File: config.mk
export PLATFORM = sky130hd
export DESIGN_NAME = jk_cmd_sequencer
export DESIGN_NICKNAME = d
export VERILOG_FILES = /design/src/rtl/jk_cmd_sequencer.sv
export SDC_FILE = /design/constraint.sdc
export NUM_CORES = 1
export LEC_CHECK = 0
export CAP_MARGIN = 10
export CORE_MARGIN = 5
export CORE_UTILIZATION = 40
export CTS_BUF_LIST = sky130_fd_sc_hd__clkbuf_4
export DETAILED_ROUTE_END_ITERATION = 7
export SYNTH_ARGS = -nofsm -noshare
export SYNTH_HDL_FRONTEND = slang
export SYNTH_SLANG_ARGS = --single-unit
File: constraint.sdc
create_clock -name clk -period 3.5 [get_ports clk]
set_clock_uncertainty 0.15 [all_clocks]
set_input_delay 0.7 -clock clk [delete_from_list [all_inputs] [get_ports clk]]
set_output_delay 0.7 -clock clk [all_outputs]
set_load 0.01 [all_outputs]
File: src/rtl/jk_cmd_sequencer.sv
// Command FIFO that drives a JK flip-flop one single-cycle J/K pulse per command,
// tracks the expected q and flags any returned q that disagrees.
module jk_cmd_sequencer #(
  parameter int DEPTH    = 4,
  parameter int PERIOD_W = 4
) (
  input  logic                      clk,
  input  logic                      rst_n,
  input  logic                      cmd_valid,
  output logic                      cmd_ready,
  input  logic [1:0]                cmd,
  input  logic [PERIOD_W-1:0]       gap,
  output logic                      j,
  output logic                      k,
  output logic                      issue,
  input  logic                      q_in,
  output logic                      q_exp,
  output logic                      mismatch,
  output logic [7:0]                err_count,
  output logic [$clog2(DEPTH):0]    count,
  output logic                      busy
);

  localparam int PTR_W = $clog2(DEPTH);
  localparam int CNT_W = PTR_W + 1;
  localparam int ENT_W = 2 + PERIOD_W;

  typedef enum logic [1:0] {S_IDLE, S_ISSUE, S_CHECK, S_GAP} state_t;

  state_t               state_q, state_d;
  logic [ENT_W-1:0]     mem_q [DEPTH];
  logic [ENT_W-1:0]     mem_d [DEPTH];
  logic [PTR_W-1:0]     wr_ptr_q, wr_ptr_d;
  logic [PTR_W-1:0]     rd_ptr_q, rd_ptr_d;
  logic [CNT_W-1:0]     count_q, count_d;
  logic [PERIOD_W-1:0]  gap_cnt_q, gap_cnt_d;
  logic                 j_q, j_d, k_q, k_d;
  logic                 q_exp_q, q_exp_d;
  logic                 mismatch_q, mismatch_d;
  logic [7:0]           err_count_q, err_count_d;

  logic                 push, pop, full, has_cmd;
  logic [ENT_W-1:0]     head;

  assign full    = (count_q == CNT_W'(DEPTH));
  assign has_cmd = (count_q != '0);
  assign push    = cmd_valid && !full;
  assign head    = mem_q[rd_ptr_q];

  // State register
  always_ff @(posedge clk or negedge rst_n) begin
    if (!rst_n) state_q <= S_IDLE;
    else        state_q <= state_d;
  end

  // Next state; a pop happens only on entry to ISSUE
  always_comb begin
    state_d = state_q;
    pop     = 1'b0;
    case (state_q)
      S_IDLE: begin
        if (has_cmd) begin
          state_d = S_ISSUE;
          pop     = 1'b1;
        end
      end
      S_ISSUE: state_d = S_CHECK;
      S_CHECK: begin
        if (gap_cnt_q != '0) begin
          state_d = S_GAP;
        end else if (has_cmd) begin
          state_d = S_ISSUE;
          pop     = 1'b1;
        end else begin
          state_d = S_IDLE;
        end
      end
      S_GAP: begin
        if (gap_cnt_q <= PERIOD_W'(1)) begin
          if (has_cmd) begin
            state_d = S_ISSUE;
            pop     = 1'b1;
          end else begin
            state_d = S_IDLE;
          end
        end
      end
      default: state_d = S_IDLE;
    endcase
  end

  // Outputs decoded from state
  always_comb begin
    issue = (state_q == S_ISSUE);
    busy  = (state_q != S_IDLE) || has_cmd;
  end

  // Datapath: FIFO, J/K drive, reference model, error tracking
  always_comb begin
    mem_d       = mem_q;
    wr_ptr_d    = wr_ptr_q;
    rd_ptr_d    = rd_ptr_q;
    count_d     = count_q;
    gap_cnt_d   = gap_cnt_q;
    j_d         = 1'b0;
    k_d         = 1'b0;
    q_exp_d     = q_exp_q;
    mismatch_d  = mismatch_q;
    err_count_d = err_count_q;

    if (push) begin
      mem_d[wr_ptr_q] = {cmd, gap};
      wr_ptr_d        = wr_ptr_q + PTR_W'(1);
    end
    if (pop) begin
      rd_ptr_d  = rd_ptr_q + PTR_W'(1);
      j_d       = head[ENT_W-1];
      k_d       = head[ENT_W-2];
      gap_cnt_d = head[PERIOD_W-1:0];
    end
    case ({push, pop})
      2'b10:   count_d = count_q + CNT_W'(1);
      2'b01:   count_d = count_q - CNT_W'(1);
      default: count_d = count_q;
    endcase

    if (state_q == S_ISSUE) begin
      case ({j_q, k_q})
        2'b01:   q_exp_d = 1'b0;
        2'b10:   q_exp_d = 1'b1;
        2'b11:   q_exp_d = ~q_exp_q;
        default: q_exp_d = q_exp_q;
      endcase
    end

    if (state_q == S_CHECK && q_in != q_exp_q) begin
      mismatch_d = 1'b1;
      if (err_count_q != 8'hFF) err_count_d = err_count_q + 8'd1;
    end

    if (state_q == S_GAP && gap_cnt_q > PERIOD_W'(1)) gap_cnt_d = gap_cnt_q - PERIOD_W'(1);
  end

  always_ff @(posedge clk or negedge rst_n) begin
    if (!rst_n) begin
      for (int i = 0; i < DEPTH; i++) mem_q[i] <= '0;
      wr_ptr_q    <= '0;
      rd_ptr_q    <= '0;
      count_q     <= '0;
      gap_cnt_q   <= '0;
      j_q         <= 1'b0;
      k_q         <= 1'b0;
      q_exp_q     <= 1'b0;
      mismatch_q  <= 1'b0;
      err_count_q <= '0;
    end else begin
      mem_q       <= mem_d;
      wr_ptr_q    <= wr_ptr_d;
      rd_ptr_q    <= rd_ptr_d;
      count_q     <= count_d;
      gap_cnt_q   <= gap_cnt_d;
      j_q         <= j_d;
      k_q         <= k_d;
      q_exp_q     <= q_exp_d;
      mismatch_q  <= mismatch_d;
      err_count_q <= err_count_d;
    end
  end

  assign cmd_ready = !full;
  assign j         = j_q;
  assign k         = k_q;
  assign q_exp     = q_exp_q;
  assign mismatch  = mismatch_q;
  assign err_count = err_count_q;
  assign count     = count_q;

endmodule

# == After elaboration in Yosys (flattened, before gate mapping) ==
# Index checks and enable logic that the tools add are counted.
# totals
ff_bits,49
latch_bits,0
mem_bits_rw,0
romBits,0
inputBits,10
mem_count,0
# classes
n_addsub,6
mul,0
div_mod_pow,0
n_lt_le_gt_ge,5
n_eq_ne,13
shift,0
muxes,21
bitwise_logic,3
reduce_logical,16
# op_table
op,n
bitwise mux 24 bit,1
two-way mux 6 bit,3
binary-select mux 6 bit (select 2 bit),1
demux 6 bit (select 2 bit),1
== test 2 bit (second input constant),5
adder 8 x 1 -> 8 bit (second input constant),1
two-way mux 4 bit,2
!= test 8 bit (second input constant),1
one-hot mux 2 bit (4 select lines),1
== test 2 x 1 -> 1 bit (second input constant),3
>= comparator 3 bit (second input constant),2
two-way mux 1 bit,6
two-way mux 2 bit,3
NOT 2 -> 3 bit,2
one-hot mux 1 bit (3 select lines),2
one-hot mux 3 bit (2 select lines),1
AND reduction 2 bit,3
nonzero test 2 bit,3
nonzero test 3 bit,2
adder 2 x 1 -> 2 bit (second input constant),2
greater-than comparator 4 x 1 -> 1 bit (second input constant),1
less-or-equal comparator 4 x 1 -> 1 bit (second input constant),1
logical AND 1 bit,4
!= test 2 bit (second input constant),2
other kinds (11),11

# == Logic depth before layout (Yosys ltp) ==
# logic_depth
word_depth,6
mapped_depth,11
depth_no_buf,11

# == Worst setup path after synthesis ==
# Ideal clock, no wire load.
# synth_path
path_kind,flip-flop to flip-flop
from,reg gap_cnt_q[0]
to,reg count_q[2] (netlist: count[2])
setup_time_ns,0.079
t_arrival_ns,2.262
setup_slack_ns,1.009
stages_incl_launch_ff,12
path_buffers,0
synth_period_minus_slack_ns,2.491
path_cell_list,dfrtp_1 > inv_1 > ha_1 > nor2_1 > o31a_1 > nor3_2 > ha_1 > inv_1 > fa_1 > xor2_1 > nor2_1 > xor2_1
# synth_via
elab_chain_len,5
elab_cells_between_ends,9
# synth_rtl
item,line_no,source
from (decl),36,"logic [PERIOD_W-1:0] gap_cnt_q, gap_cnt_d;"
from (signal assigned),161,gap_cnt_q <= gap_cnt_d;
less-or-equal comparator 4 x 1 -> 1 bit / nonzero test 4 bit (equally long branches),"79, 69",
two-way mux 1 bit (on tied branches),"79, 69",
one-hot mux 1 bit (3 select lines) (*),60,case (state_q)
named net pop,42,"logic push, pop, full, has_cmd;"
== test 2 x 1 -> 1 bit / == test 2 bit (equally long branches),121,"case ({push, pop})"
one-hot mux 3 bit (2 select lines) / nonzero test 2 bit (equally long branches),--,
to (signal assigned),160,count_q <= count_d;
to (decl),35,"logic [CNT_W-1:0] count_q, count_d;"
# The timed path passes the listed nets; every way through them passes the cells marked *.
# A chain may end at the register's enable or synchronous reset.

# == Final worst setup path ==
# layout_path
from,reg count_q[0] (netlist: count[0])
to,out busy
# layout_via
elab_chain_len,2
# layout_rtl
item,line_no,source
nonzero test 3 bit,46,assign has_cmd = (count_q != '0);
logical OR 1 bit,95,busy = (state_q != S_IDLE) || has_cmd;
to (decl),21,output logic busy
# No other way between the ends.

==> run summary <==
The number of enable flip-flop cells after synthesis came out at 0. The maximum level of the CTS H-tree is 2. Measured along the x axis, the die boundary spans 87.2 um. The pre-antenna-repair detailed-routing pass consisted of 4 iterations.

The final weighted congestion in routability-driven placement is 0.742. The switching component of the power is 883 uW. The total wire length is 4.24 mm.

The number of design-rule violations left by the first detailed-router iteration is 67. The initial core utilization came out at 40.7%. CTS placed an instance of sky130_fd_sc_hd__clkbuf_4 at the clock tree root.

The maximum number of pins on one net before global-route repair came out at 27. The mean instance size in the synthesized netlist is 12.7 um2. The maximum achievable frequency came out at 0.345 GHz. The final design utilization is 48.2%. The overall die area is 7600 um2. The worst register-to-register path begins at gap_cnt_q[0]. The classification of the worst-slack hold path is in -> async.

The number of global-route vias before repair came out at 1511. In the final layout, the multi-input gates occupy 1070 um2. The number of hold-repair buffers added at the cts stage came out at 0. The DRC violation count after routing came out at 0. Pin placement for this block handled 28 I/O pins. When the netlist entered floorplanning its net count stood at 207. The total of fill cells in the finished design came out at 534.

For the pin with the worst max-slew slack, the measured transition is 0.686 ns. The startpoint kind of the worst setup timing path is a flop. After synthesis the cells add up to 2380 um2.

Dividing total power by cell area gives a power density of 901 nW/um2. The type of the worst setup path is reg -> out. The post-synthesis cell count came out at 187. Setup repair after global routing left no endpoint under its margin. Counting flops and latches in the post-synthesis netlist gives 49. The normalized max-slew margin came out at 54.2%. The required time of the worst setup path came out at 2.65 ns. Counting distinct cell types in the post-synthesis netlist gives 39.

The number of antenna violations at the first check in global routing came out at 0. The final HPWL from detailed placement came out at 3.14 mm. For the final routed database, the setup TNS stands at 0 ns. The sequential cell area fraction in the yosys report came out at 51.4%. The clock net in this run drives a total of 49 sinks. The design internal power is 1660 uW. The setup-violating endpoint count in the final report is 0. The floorplan row count is 28. The total of cells resized after clock tree synthesis is 0. Port buffering added 27 buffers. The final antenna diode count is 0. Summed over all layers, the global routing overflow is 0. The count of endpoints failing hold in the final timing report is 0. Along the worst path, the maximum fanout reaches 5. Sequential cells burn 42.1% of the power. The final route contains 1505 vias. The residual antenna-violating net count after detailed routing came out at 0.

In this run the deepest clock path goes through 2 buffers. VDD sags by at most 411 uV. The worst hold slack came out at 0.140 ns. The final clock period utilization by the worst path is 82.8%.

For this run, the number of Yosys warnings is 0. Global routing consumed, over all layers together, 12.5% of the routing resources. The minimum clock period after layout came out at 2.90 ns.

The number of cells on the worst reg-to-reg path is 11. The post-CTS setup buffer count came out at 0. The number of clock buffers inserted by TritonCTS came out at 5. The clock transition at the register clock pins on the worst setup and hold paths after CTS came out at 0.16 ns. The TritonCTS clock tree is yes. The wire length of the first global-routing pass came out at 7.40 mm. The combinational cell fraction of total power is 41.5%. At the later pin of the worst-skew pair, clock insertion delay measures 0.37 ns. The height of the chip is 87.2 um. The layout-stage area growth over the synthesis result came out at 18.4%. The arrival time at the worst endpoint came out at 2.05 ns. The leakage power came out at 0.00123 uW. STA classifies the critical path endpoint as an output pin. Among all flip-flop cells after synthesis, the most frequent one is sky130_fd_sc_hd__dfrtp_1. The post-layout net count is 238. The via count normalized by instance count came out at 5.12. The number of max-slew violations in the final report came out at 0. The clock network fraction of total power is 16.3%.

The core footprint is 5850 um2. The critical path launch point is count[0]. The flow ran to the end, and the final reports show no timing, DRC or antenna violations. After detailed routing, the average wire length per cell comes to 14.4 um. The proportion of register bits with asynchronous set or reset after synthesis is 100%.

The fraction of power spent switching nets came out at 34.8%. Of the cells placed in the final design, the portion with a size suffix greater than 1 is 21.5%. The register area came out at 1230 um2. The max-capacitance violation count came out at 0.
## registers in the layout, indices dropped and copies added (netlist names)
signal	flops
rd_ptr_q	2
state_q	2
err_count	8
wr_ptr_q	2
q_exp	1
gap_cnt_q	4
mismatch	1
j	1
k	1
mem_q	24
count	3
## per-layer routing
layer	routed length, um	track usage, %
met5	0	0
met4	57	4.18
met3	251	2.74
met2	1890	19.7
met1	2040	17.0
## worst max-delay path, cell delays in order (launching register included)
cell                              delay, ns
sky130_fd_sc_hd__dfrtp_1               0.46
sky130_fd_sc_hd__or3_1                 0.41
sky130_fd_sc_hd__or3_1                 0.32
sky130_fd_sc_hd__clkdlybuf4s50_1       0.49
## power groups by stage
stage / registers [uW] / logic (uW) / clock network [uW]
6_report: 1070 / 1060 / 415
3_5_place_dp: 1090 / 1070 / 0
3_3_place_gp: 1090 / 1050 / 0
2_1_floorplan: 1010 / 834 / 0
5_1_grt: 1120 / 1180 / 446
4_1_cts: 1080 / 1070 / 429
## logic make-up after synthesis
group	after synthesis	share of synthesized area [%]
AOI/OAI and AO/OA	17	6.04
adders and majority gates	10	5.56
and+or+nand+nor	46	9.87
xor gates and xnor gates	15	5.51
buffers and inverters	18	3.67
DFF	49	51.4
muxes	32	17.9
## stage by stage
| stage | instances | total power [uW] | instance area, um2 | setup slack [ns] |
|---|---|---|---|---|
| after floorplan | 187 | 1840 | 2380 | 1.01 |
| after global placement | 286 | 2140 | 2720 | 0.862 |
| after detailed placement | 286 | 2160 | 2720 | 0.788 |
| after CTS | 294 | 2580 | 2820 | 0.572 |
| after global routing | 294 | 2740 | 2820 | 0.517 |
| final | 294 | 2540 | 2820 | 0.603 |
## final timing paths
check / to / slack (ns)
max in group asynchronous: err_count[4] / 2.31
worst max register to register: count[2] / 0.75
worst max-delay path: busy / 0.60
min in group clk: mismatch / 0.34
worst min-delay path: mem_q[21] / 0.14
worst min register to register: mismatch / 0.34
## area by class of cell
cell class                      count  share of cell area [%]
Inverter                           14                    1.86
Clock inverter                      3                    2.44
Tap cell                           75                    3.33
Clock buffer                        5                    1.33
Sequential cell                    49                    43.5
Multi-Input combinational cell    120                    37.9
Timing Repair Buffer               28                    9.67
## synth_stat cells (2+ instances only)
| cell type | n | area, um2 |
|---|---|---|
| sky130_fd_sc_hd__dfrtp_1 | 49 | 1230 |
| sky130_fd_sc_hd__mux2_2 | 25 | 282 |
| sky130_fd_sc_hd__inv_1 | 14 | 52.6 |
| sky130_fd_sc_hd__nand2_1 | 11 | 41.3 |
| sky130_fd_sc_hd__ha_1 | 9 | 113 |
| sky130_fd_sc_hd__nor2_1 | 8 | 30.0 |
| sky130_fd_sc_hd__xor2_1 | 8 | 70.1 |
| sky130_fd_sc_hd__xnor2_1 | 7 | 61.3 |
| sky130_fd_sc_hd__mux4_2 | 6 | 135 |
| sky130_fd_sc_hd__nand4_1 | 6 | 37.5 |
| sky130_fd_sc_hd__nand3_1 | 5 | 25.0 |
| sky130_fd_sc_hd__nor3_1 | 5 | 25.0 |
| sky130_fd_sc_hd__a21oi_1 | 3 | 15.0 |
| sky130_fd_sc_hd__and2_1 | 3 | 18.8 |
| sky130_fd_sc_hd__nor4_1 | 2 | 12.5 |
| sky130_fd_sc_hd__o31a_1 | 2 | 17.5 |
| sky130_fd_sc_hd__or3_1 | 2 | 12.5 |
## cells in the final DEF (no fill, tap or decap), types with 2 or more instances in the layout
| cell | n |
|---|---|
| sky130_fd_sc_hd__a21oi_1 | 3 |
| sky130_fd_sc_hd__and2_1 | 3 |
| sky130_fd_sc_hd__bufinv_16 | 2 |
| sky130_fd_sc_hd__clkbuf_4 | 5 |
| sky130_fd_sc_hd__clkdlybuf4s50_1 | 26 |
| sky130_fd_sc_hd__dfrtp_1 | 49 |
| sky130_fd_sc_hd__ha_1 | 9 |
| sky130_fd_sc_hd__inv_1 | 14 |
| sky130_fd_sc_hd__mux2_2 | 25 |
| sky130_fd_sc_hd__mux4_2 | 6 |
| sky130_fd_sc_hd__nand2_1 | 11 |
| sky130_fd_sc_hd__nand3_1 | 5 |
| sky130_fd_sc_hd__nand4_1 | 6 |
| sky130_fd_sc_hd__nor2_1 | 8 |
| sky130_fd_sc_hd__nor3_1 | 5 |
| sky130_fd_sc_hd__nor4_1 | 2 |
| sky130_fd_sc_hd__o31a_1 | 2 |
| sky130_fd_sc_hd__or3_1 | 2 |
| sky130_fd_sc_hd__xnor2_1 | 7 |
| sky130_fd_sc_hd__xor2_1 | 8 |
Note: power is estimated with default switching activity, not from simulation.
